## src/rtl/stim_pkg.sv

```systemverilog
// -----------------------------------------------------------------------------
// stim_pkg
// Shared definitions for the multi-channel ASIC stimulus pulse generator.
//   - Mode encodings for the 2-bit mode field.
//   - FSM state encoding used by stim_pulse_gen.
//   - is_counted_mode(): true for the modes that terminate by themselves.
// -----------------------------------------------------------------------------
package stim_pkg;

    localparam logic [1:0] MODE_CONT   = 2'd0;
    localparam logic [1:0] MODE_BURST  = 2'd1;
    localparam logic [1:0] MODE_SINGLE = 2'd2;
    localparam logic [1:0] MODE_SQUARE = 2'd3;

    typedef enum logic [1:0] {
        ST_IDLE = 2'd0,
        ST_RUN  = 2'd1,
        ST_DONE = 2'd2
    } stim_state_e;

    // Burst and single-shot sequences end on their own; the others run until disabled.
    function automatic logic is_counted_mode(input logic [1:0] m);
        return (m == MODE_BURST) || (m == MODE_SINGLE);
    endfunction

endpackage

```

## src/rtl/stim_phase_cnt.sv

```systemverilog
// -----------------------------------------------------------------------------
// stim_phase_cnt
// Phase counter for the stimulus generator. Counts 0..period-1 and wraps.
// Ports:
//   clk50, rst_n  clock and asynchronous active-low reset
//   clr           hold the phase at zero (has priority over en)
//   en            advance the phase by one each cycle
//   period        effective period (caller guarantees >= 2)
//   high          effective high time (caller guarantees < period)
//   wrap          phase is at its last value this cycle (en qualified)
//   first         phase is at zero this cycle, i.e. a period begins (en qualified)
//   pulse_raw     raw pulse level, phase < high (en qualified)
// -----------------------------------------------------------------------------
module stim_phase_cnt
    import stim_pkg::*;
#(
    parameter int CNT_W = 16
) (
    input  logic             clk50,
    input  logic             rst_n,
    input  logic             clr,
    input  logic             en,
    input  logic [CNT_W-1:0] period,
    input  logic [CNT_W-1:0] high,
    output logic             wrap,
    output logic             first,
    output logic             pulse_raw
);

    localparam logic [CNT_W-1:0] CNT_ZERO = CNT_W'(0);
    localparam logic [CNT_W-1:0] CNT_ONE  = CNT_W'(1);

    logic [CNT_W-1:0] phase_r;
    logic             last_s;

    // Last phase of the period; >= keeps the counter bounded if period ever shrinks.
    always_comb begin
        last_s = 1'b0;
        if (phase_r >= (period - CNT_ONE)) begin
            last_s = 1'b1;
        end else begin
            last_s = 1'b0;
        end
    end

    // Phase register: cleared, advanced or held.
    always_ff @(posedge clk50 or negedge rst_n) begin
        if (!rst_n) begin
            phase_r <= CNT_ZERO;
        end else if (clr) begin
            phase_r <= CNT_ZERO;
        end else if (en) begin
            if (last_s) begin
                phase_r <= CNT_ZERO;
            end else begin
                phase_r <= phase_r + CNT_ONE;
            end
        end
    end

    // Status flags derived from the current phase.
    always_comb begin
        wrap      = en & last_s;
        first     = en & (phase_r == CNT_ZERO);
        pulse_raw = en & (phase_r < high);
    end

endmodule

```

## src/rtl/stim_pulse_gen.sv

```systemverilog
// -----------------------------------------------------------------------------
// stim_pulse_gen
// Multi-channel programmable pulse generator driving the ASIC stim pins.
// Modes: continuous, counted burst, single shot, 50 % square.
// Ports:
//   clk50, rst_n  50 MHz clock, asynchronous active-low reset
//   stim_en       master enable; low aborts any sequence and forces outputs low
//   start         one-cycle request to begin a sequence (accepted in IDLE only)
//   mode          0 continuous, 1 burst, 2 single, 3 square
//   period        pulse period in clk50 cycles
//   high_time     pulse high width in cycles
//   burst_len     pulses per burst (mode 1)
//   ch_mask       per-channel output enable
//   stim_out      registered stim outputs
//   busy          high while a sequence runs
//   done          one-cycle completion pulse for burst/single sequences
//   pulse_cnt     pulses issued in the current/last sequence (saturating)
// Configuration is latched when start is accepted. One arming cycle follows
// acceptance so that the first pulse appears on the second edge after start.
// -----------------------------------------------------------------------------
module stim_pulse_gen
    import stim_pkg::*;
#(
    parameter int NCH     = 4,
    parameter int CNT_W   = 16,
    parameter int BURST_W = 8
) (
    input  logic               clk50,
    input  logic               rst_n,
    input  logic               stim_en,
    input  logic               start,
    input  logic [1:0]         mode,
    input  logic [CNT_W-1:0]   period,
    input  logic [CNT_W-1:0]   high_time,
    input  logic [BURST_W-1:0] burst_len,
    input  logic [NCH-1:0]     ch_mask,
    output logic [NCH-1:0]     stim_out,
    output logic               busy,
    output logic               done,
    output logic [BURST_W-1:0] pulse_cnt
);

    localparam logic [CNT_W-1:0]   CNT_ZERO  = CNT_W'(0);
    localparam logic [CNT_W-1:0]   CNT_ONE   = CNT_W'(1);
    localparam logic [CNT_W-1:0]   CNT_TWO   = CNT_W'(2);
    localparam logic [BURST_W-1:0] BST_ZERO  = BURST_W'(0);
    localparam logic [BURST_W-1:0] BST_ONE   = BURST_W'(1);
    localparam logic [BURST_W-1:0] BST_MAX   = {BURST_W{1'b1}};
    localparam logic [NCH-1:0]     MASK_ZERO = {NCH{1'b0}};

    stim_state_e        state_r;
    logic               arm_r;
    logic [1:0]         mode_l_r;
    logic [CNT_W-1:0]   period_l_r;
    logic [CNT_W-1:0]   high_l_r;
    logic [BURST_W-1:0] burst_l_r;
    logic [NCH-1:0]     ch_mask_l_r;

    logic [NCH-1:0]     stim_out_r;
    logic               busy_r;
    logic               done_r;
    logic [BURST_W-1:0] pulse_cnt_r;

    logic [CNT_W-1:0]   period_eff_s;
    logic [CNT_W-1:0]   high_eff_s;
    logic [BURST_W-1:0] burst_eff_s;
    logic               cnt_clr_s;
    logic               cnt_en_s;
    logic               wrap_s;
    logic               first_s;
    logic               pulse_raw_s;

    // Clamp the latched configuration into a legal effective period/high/burst.
    always_comb begin
        period_eff_s = period_l_r;
        high_eff_s   = high_l_r;
        burst_eff_s  = burst_l_r;

        if (period_l_r < CNT_TWO) begin
            period_eff_s = CNT_TWO;
        end else begin
            period_eff_s = period_l_r;
        end

        if (mode_l_r == MODE_SQUARE) begin
            high_eff_s = period_eff_s >> 1;
        end else if (high_l_r >= period_eff_s) begin
            high_eff_s = period_eff_s - CNT_ONE;
        end else begin
            high_eff_s = high_l_r;
        end

        if (mode_l_r == MODE_SINGLE) begin
            burst_eff_s = BST_ONE;
        end else if (burst_l_r == BST_ZERO) begin
            burst_eff_s = BST_ONE;
        end else begin
            burst_eff_s = burst_l_r;
        end
    end

    // The phase counter only runs in RUN after the arming cycle.
    always_comb begin
        cnt_clr_s = 1'b1;
        cnt_en_s  = 1'b0;
        if ((state_r == ST_RUN) && !arm_r) begin
            cnt_clr_s = 1'b0;
            cnt_en_s  = 1'b1;
        end else begin
            cnt_clr_s = 1'b1;
            cnt_en_s  = 1'b0;
        end
    end

    stim_phase_cnt #(
        .CNT_W (CNT_W)
    ) u_phase (
        .clk50     (clk50),
        .rst_n     (rst_n),
        .clr       (cnt_clr_s),
        .en        (cnt_en_s),
        .period    (period_eff_s),
        .high      (high_eff_s),
        .wrap      (wrap_s),
        .first     (first_s),
        .pulse_raw (pulse_raw_s)
    );

    // Sequencer FSM with config latch, pulse counter and registered outputs.
    always_ff @(posedge clk50 or negedge rst_n) begin
        if (!rst_n) begin
            state_r     <= ST_IDLE;
            arm_r       <= 1'b0;
            mode_l_r    <= MODE_CONT;
            period_l_r  <= CNT_ZERO;
            high_l_r    <= CNT_ZERO;
            burst_l_r   <= BST_ZERO;
            ch_mask_l_r <= MASK_ZERO;
            stim_out_r  <= MASK_ZERO;
            busy_r      <= 1'b0;
            done_r      <= 1'b0;
            pulse_cnt_r <= BST_ZERO;
        end else begin
            case (state_r)
                ST_IDLE: begin
                    stim_out_r <= MASK_ZERO;
                    done_r     <= 1'b0;
                    busy_r     <= 1'b0;
                    arm_r      <= 1'b0;
                    // stim_en low also wins over a simultaneous start.
                    if (start && stim_en) begin
                        mode_l_r    <= mode;
                        period_l_r  <= period;
                        high_l_r    <= high_time;
                        burst_l_r   <= burst_len;
                        ch_mask_l_r <= ch_mask;
                        pulse_cnt_r <= BST_ZERO;
                        busy_r      <= 1'b1;
                        arm_r       <= 1'b1;
                        state_r     <= ST_RUN;
                    end
                end
                ST_RUN: begin
                    done_r <= 1'b0;
                    arm_r  <= 1'b0;
                    if (!stim_en) begin
                        // Abort: no done, pulse count is kept for inspection.
                        stim_out_r <= MASK_ZERO;
                        busy_r     <= 1'b0;
                        state_r    <= ST_IDLE;
                    end else begin
                        stim_out_r <= pulse_raw_s ? ch_mask_l_r : MASK_ZERO;
                        if (first_s && (pulse_cnt_r != BST_MAX)) begin
                            pulse_cnt_r <= pulse_cnt_r + BST_ONE;
                        end
                        // Count is already updated for this period when its last phase arrives.
                        if (wrap_s && is_counted_mode(mode_l_r) &&
                            (pulse_cnt_r == burst_eff_s)) begin
                            stim_out_r <= MASK_ZERO;
                            busy_r     <= 1'b0;
                            done_r     <= 1'b1;
                            state_r    <= ST_DONE;
                        end
                    end
                end
                ST_DONE: begin
                    stim_out_r <= MASK_ZERO;
                    busy_r     <= 1'b0;
                    done_r     <= 1'b0;
                    arm_r      <= 1'b0;
                    state_r    <= ST_IDLE;
                end
                default: begin
                    stim_out_r <= MASK_ZERO;
                    busy_r     <= 1'b0;
                    done_r     <= 1'b0;
                    arm_r      <= 1'b0;
                    state_r    <= ST_IDLE;
                end
            endcase
        end
    end

    assign stim_out  = stim_out_r;
    assign busy      = busy_r;
    assign done      = done_r;
    assign pulse_cnt = pulse_cnt_r;

endmodule

```

## config.mk

```make
export PLATFORM = sky130hd
export DESIGN_NAME = stim_pulse_gen
export DESIGN_NICKNAME = d
export VERILOG_FILES = /design/src/rtl/stim_pkg.sv /design/src/rtl/stim_phase_cnt.sv /design/src/rtl/stim_pulse_gen.sv
export SDC_FILE = /design/constraint.sdc
export NUM_CORES = 1
export LEC_CHECK = 0
export ABC_AREA = 0
export BUFFER_PORTS_ARGS = -buffer_cell sky130_fd_sc_hd__buf_2
export CELL_PAD_IN_SITES_DETAIL_PLACEMENT = 1
export CELL_PAD_IN_SITES_GLOBAL_PLACEMENT = 2
export CORE_MARGIN = 1.5
export CORE_UTILIZATION = 34
export CTS_CLUSTER_DIAMETER = 60
export DETAILED_ROUTE_END_ITERATION = 8
export GPL_ROUTABILITY_DRIVEN = 0
export GPL_TIMING_DRIVEN = 0
export PLACE_DENSITY_LB_ADDON = 0.1
export RECOVER_POWER = 25
export SLEW_MARGIN = 40
export SYNTH_ARGS = -nofsm -noshare
export SYNTH_HDL_FRONTEND = slang
export SYNTH_HIERARCHICAL = 1
export SYNTH_SLANG_ARGS = --single-unit
```

## constraint.sdc

```tcl
create_clock -name clk50 -period 5.25 [get_ports clk50]
set_input_delay 0.525 -clock clk50 [delete_from_list [all_inputs] [get_ports clk50]]
set_output_delay 0.525 -clock clk50 [all_outputs]
set_load 0.02 [all_outputs]
```

==> impl_metrics.ini <==
[floorplanning]
die_h_um = 134
initial_core_util = 0.349
chipWidth_um = 134
core_area_um2 = 16600
fp.dieArea_um2 = 17900
row_count = 47
io_pins = 64

[timing]
hold_violations = 0
skew_ns = 0.0135
slew_headroom = -0.980
max_freq_mhz = 186
setup_viol = 4
worst_slew_pin_slew_ns = 2.97
period_share = 1.02
setup-tns-final_ns = -0.458
fin_ws_ns = -0.118
slew_violations = 82
rsz0062_at_grt = true
min_period_ns = 5.37

[layout]
drive_gt1_frac = 0.269
syn2layout_area_growth_pct = 23.7
num-nets-final = 834
antennaDiodeCount = 0
layout_commonest_cell = dfrtp_1
n_fill_cell = 1937
final_cell_mix = dfrtp_1, buf_2, nor2_1, ha_1, inv_1
postLayoutCoreUtil = 0.432

[clocking]
clockBufferDepth = 2
htree_levels = 3
tritoncts = done
cts.clk_slew.worst_paths_ns = 0.08
clk_latency_ns = 0.36
clock_sinks = 79
cts_root_buffer = clkbuf_16
ctsHoldBuffers = 0
cts_made_buffers = 9

[pwr]
seq_power_share = 0.312
p_comb_frac = 0.426
power_mw = 2.56
p_leak_nw = 3.14
clock_power_share = 0.262
p_int_mw = 1.56
power.net_switching_mw = 1.00
vdd_ir_drop_max_mv = 0.166
p_sw_frac = 0.392
power-per-cell-area_nw_per_um2 = 357

[grt]
grt_start_max_net_pins = 52
grt_pass1_vias = 5597
grt_pass1_wl_um = 30100
grt_overflow = 0
grt_usage = 0.217
antenna_found_initial = 0

[synthesis]
seq_area_frac_synth = 0.340
yosysWarnings = 6
ys.flop_type = dfrtp_1
synth_edf_count = 0
synth-compound-area-share = 0.165
avgSynthCellArea_um2 = 9.17
ys_async_sr_fraction = 1.00
synth_top_family_by_area = simple AND/OR/NAND/NOR gates
synth.area.mux_share = 0.0640
synth-xor-area-share = 0.0513
ys_ff_latch = 79
syn_nets = 737
synth_fa_ha_area_frac = 0.116
synth-simple-area-share = 0.208
yosysUniqueCellTypes = 69
netlist_area_um2 = 5810
syn_inst = 633

[run_status]
status = finished, violations left
violations = capacitance limit, slew limit, setup timing

[route]
num_vias = 5193
viasPerCell = 5.44
drc_errors = 0
dr.pass1.iters = 4
routedWlPerCell_um = 19.2
ant_nets = 0
wl_um = 18300
first_iter_violations = 210

[setup_path]
crit_path_max_fanout = 6
critPathKind = reg2reg
cp-end-kind = flop
startpoint_type = flop
critPathArrivalTime_ns = 5.66
required_ns = 5.54

[flow_run]
maxCapViolCount = 2

[placement]
portBuffers = 63
dp_hpwl_um = 13600

[hold_path]
hold_class = in2reg
[critical path, cell delays in order, from the launching register on]
cell      delay, ns
dfrtp_2        0.46
nor4_4         0.36
nand4_4        0.16
or4_4          0.48
nor2b_4        0.17
ha_4           0.23
o211ai_1       0.22
a21oi_2        0.06
o41a_1         0.45
o21ai_4        0.25
buf_8          0.16
buf_6          0.10
a211oi_2       0.05
a221oi_2       0.27
inv_1          0.12
ha_4           0.23
a21o_1         0.18
a211oi_2       0.25
o41ai_2        0.11
o221ai_1       0.18
and4b_2        0.31
nor3b_4        0.31
and2_1         0.18
[sequential cells by signal, summed over array words and instances, names as in the netlist]
| signal | flops |
|---|---|
| mode_l_r | 2 |
| burst_l_r | 8 |
| stim_out | 4 |
| done | 1 |
| state_r | 2 |
| pulse_cnt | 8 |
| arm_r | 1 |
| u_phase/phase_r | 16 |
| high_l_r | 16 |
| period_l_r | 16 |
| ch_mask_l_r | 4 |
| busy | 1 |
[power by group through the flow]
stage	clock, mW	sequential (mW)	combinational [mW]
2_1_floorplan	0	0.773	0.638
3_3_place_gp	0	0.806	0.865
3_5_place_dp	0	0.807	0.903
4_1_cts	0.684	0.800	1.08
5_1_grt	0.702	0.814	1.21
6_report	0.670	0.800	1.09
[repair_timing]
action                     CTS  global route
setup endpoints to repair    8             8
gates resized for setup     47            12
setup buffers               18             4
pin swaps                   26            15
hold endpoints to repair     0             0
gates cloned                 1             0
[Yosys cell counts (all sizes together) (8+ instances only)]
master,n,area share
a211oi,16,0.021
a21o,11,0.014
a21oi,23,0.020
a221oi,15,0.024
clkbuf,31,0.020
dfrtp,79,0.34
ha,54,0.12
inv,44,0.028
mux2,33,0.064
nand2,44,0.028
nand2b,11,0.013
nand3,18,0.016
nand4,15,0.017
nor2,50,0.032
nor2b,16,0.019
nor3,17,0.015
nor4,9,0.014
o21ai,30,0.027
xnor2,26,0.039
xor2,8,0.012
[routing by layer]
| layer | vias to the layer above | share of wire | GRT usage | wire length, µm |
|---|---|---|---|---|
| li1 | 2479 | - | - | - |
| met1 | 2601 | 0.47 | 0.286 | 8630 |
| met2 | 86 | 0.47 | 0.360 | 8610 |
| met3 | 27 | 0.033 | 0.0331 | 606 |
| met4 | 0 | 0.025 | 0.0815 | 452 |
| met5 | - | 0 | 0 | 0 |
[through the flow]
stage / area, µm² / setup slack, ns / std cells / hold slack [ns]
2_1_floorplan: 5810 / 0.357 / 633 / 0.229
3_3_place_gp: 6400 / -1.04 / 916 / 0.459
3_5_place_dp: 6430 / -1.08 / 917 / 0.431
4_1_cts: 7140 / -0.0786 / 952 / 0.0471
5_1_grt: 7180 / -0.300 / 955 / 0.386
6_report: 7180 / -0.118 / 955 / 0.363
[final cells by class]
class | count | area, µm² | area share
sequential | 79 | 1980 | 0.276
tap | 220 | 275 | 0.0383
inverter | 44 | 165 | 0.0230
multi-input combinational | 472 | 3770 | 0.525
timing repair buffer | 87 | 519 | 0.0723
buffer | 37 | 166 | 0.0232
clock inverter | 7 | 77.6 | 0.0108
clock buffer | 9 | 225 | 0.0314
[logic make-up after synthesis]
| logic type | Yosys count |
|---|---|
| AO/OA/AOI/OAI | 131 |
| flip-flops | 79 |
| adder cells (fa/ha/maj) | 54 |
| XOR/XNOR | 34 |
| multiplexers | 33 |
| AND/OR/NAND/NOR | 220 |
| buffers and inverters | 82 |
[worst paths after layout]
check                                           startpoint                             end  slack [ns]  cells past startpoint
worst min-delay path                            period[10]      period_l_r[10]$_DFFE_PN0P_        0.36                      3
min in group asynchronous                            rst_n       period_l_r[5]$_DFFE_PN0P_        0.61                      1
worst max-delay path            period_l_r[10]$_DFFE_PN0P_           stim_out[3]$_DFF_PN0_       -0.12                     22
worst max register to register  period_l_r[10]$_DFFE_PN0P_           stim_out[3]$_DFF_PN0_       -0.12                     22
max in group asynchronous                            rst_n  u_phase/phase_r[0]$_DFFE_PN0P_        1.09                      2
worst min register to register  ch_mask_l_r[2]$_DFFE_PN0P_           stim_out[2]$_DFF_PN0_        0.48                      1
Power figures use the tool's default switching activity.
